### src/rtl/axi_rw_master.sv
// Single-outstanding AXI4 master: turns each held ram_rw request into one
// single-beat AXI4 read (AR/R) or write (AW/W/B) with byte-lane alignment.
module axi_rw_master #(
  parameter int unsigned AXI_ID = 0,
  parameter int unsigned ID_W   = 4
) (
  input  logic            clk,
  input  logic            rst,
  input  logic            rw_cen,
  input  logic            rw_wen,
  input  logic [63:0]     rw_addr,
  input  logic [63:0]     rw_wdata,
  input  logic [2:0]      rw_size,
  output logic            rw_ready,
  output logic [63:0]     rw_rdata,
  output logic            rw_err,
  output logic            axi_arvalid,
  input  logic            axi_arready,
  output logic [63:0]     axi_araddr,
  output logic [ID_W-1:0] axi_arid,
  output logic [7:0]      axi_arlen,
  output logic [2:0]      axi_arsize,
  output logic [1:0]      axi_arburst,
  input  logic            axi_rvalid,
  output logic            axi_rready,
  input  logic [63:0]     axi_rdata,
  input  logic [1:0]      axi_rresp,
  input  logic            axi_rlast,
  input  logic [ID_W-1:0] axi_rid,
  output logic            axi_awvalid,
  input  logic            axi_awready,
  output logic [63:0]     axi_awaddr,
  output logic [ID_W-1:0] axi_awid,
  output logic [7:0]      axi_awlen,
  output logic [2:0]      axi_awsize,
  output logic [1:0]      axi_awburst,
  output logic            axi_wvalid,
  input  logic            axi_wready,
  output logic [63:0]     axi_wdata,
  output logic [7:0]      axi_wstrb,
  output logic            axi_wlast,
  input  logic            axi_bvalid,
  output logic            axi_bready,
  input  logic [1:0]      axi_bresp,
  input  logic [ID_W-1:0] axi_bid
);

  typedef enum logic [2:0] {
    S_IDLE,
    S_AR,
    S_R,
    S_AW_W,
    S_B,
    S_DONE
  } state_t;

  state_t      state_q, state_d;
  logic [63:0] addr_q, addr_d;
  logic [1:0]  size_q, size_d;
  logic [63:0] wdata_q, wdata_d;
  logic [7:0]  wstrb_q, wstrb_d;
  logic        aw_done_q, aw_done_d;
  logic        w_done_q, w_done_d;
  logic [63:0] rdata_q, rdata_d;
  logic        err_q, err_d;

  // With one transaction outstanding the response IDs and RLAST carry no information.
  logic unused_inputs;
  assign unused_inputs = ^{axi_rlast, axi_rid, axi_bid};

  // Sizes above a dword cannot occur on a 64-bit bus, so they collapse to dword.
  function automatic logic [1:0] clamp_size(input logic [2:0] s);
    return s[2] ? 2'd3 : s[1:0];
  endfunction

  function automatic logic [7:0] lane_strb(input logic [1:0] sz, input logic [2:0] sh);
    logic [7:0] base;
    case (sz)
      2'd0:    base = 8'h01;
      2'd1:    base = 8'h03;
      2'd2:    base = 8'h0F;
      default: base = 8'hFF;
    endcase
    return base << sh;
  endfunction

  function automatic logic [63:0] read_align(input logic [63:0] d, input logic [2:0] sh,
                                             input logic [1:0] sz);
    logic [63:0] s;
    s = d >> {sh, 3'b000};
    case (sz)
      2'd0:    return {56'd0, s[7:0]};
      2'd1:    return {48'd0, s[15:0]};
      2'd2:    return {32'd0, s[31:0]};
      default: return s;
    endcase
  endfunction

  always_comb begin
    state_d   = state_q;
    addr_d    = addr_q;
    size_d    = size_q;
    wdata_d   = wdata_q;
    wstrb_d   = wstrb_q;
    aw_done_d = aw_done_q;
    w_done_d  = w_done_q;
    rdata_d   = rdata_q;
    err_d     = err_q;
    case (state_q)
      S_IDLE: begin
        if (rw_cen) begin
          addr_d = rw_addr;
          size_d = clamp_size(rw_size);
          if (rw_wen) begin
            wdata_d   = rw_wdata << {rw_addr[2:0], 3'b000};
            wstrb_d   = lane_strb(clamp_size(rw_size), rw_addr[2:0]);
            aw_done_d = 1'b0;
            w_done_d  = 1'b0;
            state_d   = S_AW_W;
          end else begin
            state_d = S_AR;
          end
        end
      end
      S_AR: begin
        if (axi_arready) state_d = S_R;
      end
      S_R: begin
        if (axi_rvalid) begin
          rdata_d = read_align(axi_rdata, addr_q[2:0], size_q);
          err_d   = (axi_rresp != 2'b00);
          state_d = S_DONE;
        end
      end
      S_AW_W: begin
        // AW and W complete in either order; B is only awaited once both have.
        aw_done_d = aw_done_q | axi_awready;
        w_done_d  = w_done_q | axi_wready;
        if (aw_done_d && w_done_d) state_d = S_B;
      end
      S_B: begin
        if (axi_bvalid) begin
          err_d   = (axi_bresp != 2'b00);
          state_d = S_DONE;
        end
      end
      S_DONE: begin
        state_d = S_IDLE;
      end
      default: begin
        state_d = S_IDLE;
      end
    endcase
  end

  always_ff @(posedge clk) begin
    if (rst) begin
      state_q   <= S_IDLE;
      addr_q    <= '0;
      size_q    <= '0;
      wdata_q   <= '0;
      wstrb_q   <= '0;
      aw_done_q <= 1'b0;
      w_done_q  <= 1'b0;
      rdata_q   <= '0;
      err_q     <= 1'b0;
    end else begin
      state_q   <= state_d;
      addr_q    <= addr_d;
      size_q    <= size_d;
      wdata_q   <= wdata_d;
      wstrb_q   <= wstrb_d;
      aw_done_q <= aw_done_d;
      w_done_q  <= w_done_d;
      rdata_q   <= rdata_d;
      err_q     <= err_d;
    end
  end

  // Every output below comes from a register or a state decode only.
  assign axi_arvalid = (state_q == S_AR);
  assign axi_araddr  = addr_q;
  assign axi_arid    = ID_W'(AXI_ID);
  assign axi_arlen   = 8'd0;
  assign axi_arsize  = {1'b0, size_q};
  assign axi_arburst = 2'b01;
  assign axi_rready  = (state_q == S_R);

  assign axi_awvalid = (state_q == S_AW_W) && !aw_done_q;
  assign axi_awaddr  = addr_q;
  assign axi_awid    = ID_W'(AXI_ID);
  assign axi_awlen   = 8'd0;
  assign axi_awsize  = {1'b0, size_q};
  assign axi_awburst = 2'b01;
  assign axi_wvalid  = (state_q == S_AW_W) && !w_done_q;
  assign axi_wdata   = wdata_q;
  assign axi_wstrb   = wstrb_q;
  assign axi_wlast   = 1'b1;
  assign axi_bready  = (state_q == S_B);

  assign rw_ready = (state_q == S_DONE);
  assign rw_rdata = rdata_q;
  assign rw_err   = err_q && (state_q == S_DONE);

endmodule
### config.mk
export PLATFORM = sky130hd
export DESIGN_NAME = axi_rw_master
export DESIGN_NICKNAME = d
export VERILOG_FILES = /design/src/rtl/axi_rw_master.sv
export SDC_FILE = /design/constraint.sdc
export NUM_CORES = 1
export LEC_CHECK = 0
export CORE_AREA = 10 10 193 195
export CTS_CLUSTER_SIZE = 20
export DETAILED_ROUTE_END_ITERATION = 6
export DIE_AREA = 0 0 203 205
export GPL_ROUTABILITY_DRIVEN = 0
export PLACE_DENSITY = 0.67
export REMOVE_ABC_BUFFERS = 1
export SYNTH_ARGS = -nofsm -noshare
export SYNTH_HDL_FRONTEND = slang
export SYNTH_SLANG_ARGS = --single-unit
### constraint.sdc
create_clock -name clk -period 3.1 [get_ports clk]
set_input_delay 0.465 -clock clk [delete_from_list [all_inputs] [get_ports clk]]
set_output_delay 0.465 -clock clk [all_outputs]
set_load 0.01 [all_outputs]
==> impl_metrics.yaml <==
clocking:
  clockRootBuffer: "clkbuf_16"
  cts_sinks: 208
  postCtsHoldBufs: 0
  cts_buffer_depth: 3
  worst_skew_pair.late_latency_ps: 520
  cts_tree: "yes"
  h-tree-depth: 1
  cts.reportedPaths.clkPinSlew_ps: 60
  post_cts_buffers: 0
  cts_buffers: 25
  cts_resized: 0
floorplan:
  io_pins: 523
  row_count: 67
  die_area_um2: 41600
  start_util_pct: 33.3
  coreArea_um2: 33300
  die_h_um: 205
  die_x_um: 203
yosys:
  synth_area_um2: 11100
  synth_top_area_share_pct: 37.6
  yosysTopAreaCell: "dfxtp_1"
  yosysSeqAreaShare_pct: 37.6
  syn_inst: 1288
  synthArstFlopShare_pct: 0
  syn_area_per_cell_um2: 8.59
  synth_flop_cell: "dfxtp_1"
  ys_warn_count: 0
  ys_top_cells_by_area: "dfxtp_1 (38%), mux2i_1 (11%), nand2_1 (6.9%), buf_4 (6.6%), mux4_2 (5.9%)"
  synth_edf_count: 0
  synth-seq-cells: 208
  synth_cell_types: 53
critical_path:
  reg2regPathDepth: 4
  endpoint: "axi_wvalid"
  worst-path-max-fanout: 14
  cp-start-kind: "flop"
  critical_path_required_ps: 2630
  max_stage_delay_ps: 610
  r2r_slack_ps: 790
  critPathSlowestCell: "dfxtp_1"
  setup.worst_path.start: "state_q[1]"
  cp.arrival_ps: 2420
  r2r_end: "rw_rdata[51]"
  crit_type: "flop to output port"
  path_cells: "nor2b_1, nand2_1, nor2_1, clkdlybuf4s50_1"
  r2r-start: "state_q[1]"
  crit_path_end_kind: "output port"
power:
  p_leak_nw: 6.03
  p_switching_mw: 3.45
  peakVddDrop_uv: 381
  pwr_density_cell_nw_per_um2: 608
  pwr-share-comb_pct: 36.4
  clockPowerShare_pct: 29.6
  p_int_mw: 6.61
  seqPwrFrac_pct: 34.0
  switching_share_pct: 34.3
finish:
  syn_to_final_growth_pct: 49.6
  layout_common_cells: "clkdlybuf4s50_1 (479), dfxtp_1 (206), nand2_1 (201)"
  layout-drive-gt1-share_pct: 7.10
  nFillCells: 3140
  fin_nets: 1874
  layout_commonest_cell: "clkdlybuf4s50_1"
  postLayoutCellArea_um2: 16600
global_routing:
  grt.total_usage_pct: 21.6
  overflow: 0
  antenna_found_initial: 1
  met2_usage_pct: 36.9
  grt_pass1_wl_um: 71100
  grt_max_degree: 112
  grt_pass1_vias: 11044
  grt_busiest_layer: "met2"
  grt_util_met1_pct: 26.6
  grtUsageMet3_pct: 6.52
sta:
  rsz0062_at_grt: "no"
  min_period_ps: 2890
  finalSetupTns_ps: 0
  setup_viol: 0
  fmaxAchievable_ghz: 0.346
  slew_viol_final: 0
  slew_headroom_pct: 25.5
  setup_slack_ps: 212
  finalHoldWorstSlack_ps: 448
  skew_ps: 4.61
  hold_viol_final: 0
  tightest_slew_ps: 1120
  fin_crit_sh_pct: 93.2
worst_hold_path:
  worstHoldStart: "rst"
  worstHoldPathType: "primary input to flop"
routing:
  wl_per_cell_um: 22.6
  num_vias: 11028
  ant_nets: 0
  dr.pass1.iters: 6
  routed_wl_um: 48100
  via_per_inst: 5.19
  post-route-drc-count: 0
  drtIter0Drc: 580
place:
  dp.final_hpwl_um: 36200
  dp_slack_ps: 467
  portBuffers: 482
  placed_area_um2: 15700
run:
  cap_violations: 0
run_status:
  run_status: "completed"
-- sequential cells by signal (all words and copies together), names as in the netlist --
signal / cells
aw_done_q: 1
err_q: 1
axi_araddr: 64
axi_wdata: 64
rw_rdata: 64
state_q: 3
axi_wstrb: 8
w_done_q: 1
size_q: 2
-- power groups by stage --
stage	Combinational, mW	Clock (mW)	Sequential (mW)
floorplan	1.39	0	3.64
global placement	3.64	0	3.46
detailed placement	3.68	0	3.48
CTS	3.69	3.06	3.42
global route	3.95	3.17	3.48
finish	3.66	2.98	3.42
-- cell families after synthesis --
logic type      synth area share (%)
compound gates                  17.0
flops                           37.6
mux                             17.2
buf+inv                         11.1
other cells                   0.0679
simple gates                    17.1
-- stage by stage --
step,total power [mW],instances,utilization (%)
2_1_floorplan,5.03,1115,-
3_3_place_gp,7.10,2078,47.2
3_5_place_dp,7.15,2078,47.2
4_1_cts,10.2,2123,49.7
5_1_grt,10.6,2123,49.7
6_report,10.1,2124,49.8
-- routing by layer --
metal / vias to the layer above / share of wire [%]
met5: - / 0
met4: 0 / 1.5
met3: 43 / 9.3
met2: 476 / 49
met1: 5305 / 40
li1: 5204 / -
-- final cells by class --
type                            instances  area, µm²  area share [%]
Antenna cell                            1       2.50          0.0151
Tap cell                              448        561            3.39
Multi-Input combinational cell        895       5800            35.0
Inverter                               12       45.0           0.272
Clock buffer                           37        762            4.60
Sequential cell                       208       4170            25.2
Clock inverter                          8       71.3           0.431
Timing Repair Buffer                  515       5140            31.1
-- worst min-delay path by stage --
stage / cells after the start / slack, ps / end
detailed placement: 2 / 440 / rw_rdata[24]
finish: 3 / 450 / axi_wstrb[6]
global route: 3 / 470 / axi_araddr[10]
global placement: 2 / 440 / axi_wdata[13]
CTS: 4 / 450 / axi_wdata[34]
floorplan: 2 / 440 / err_q
-- cell usage after synthesis, types with 16 or more instances --
master	count
o21ai_0	34
a22oi_1	34
nand3_1	20
clkbuf_1	57
buf_2	37
nor2_1	87
mux2i_1	125
nor3_1	37
buf_4	98
nand2_1	202
a21oi_1	117
dfxtp_1	208
o22ai_1	24
or3_1	16
nor2b_1	16
mux4_2	29
-- critical path: cells and delay by family (launching register included) --
| kind | cells | cell delay (ps) |
|---|---|---|
| buffers and inverters | 1 | 560 |
| flip-flops | 1 | 610 |
| AND/OR/NAND/NOR | 3 | 720 |
No activity file was read; power rests on OpenSTA's default activity.
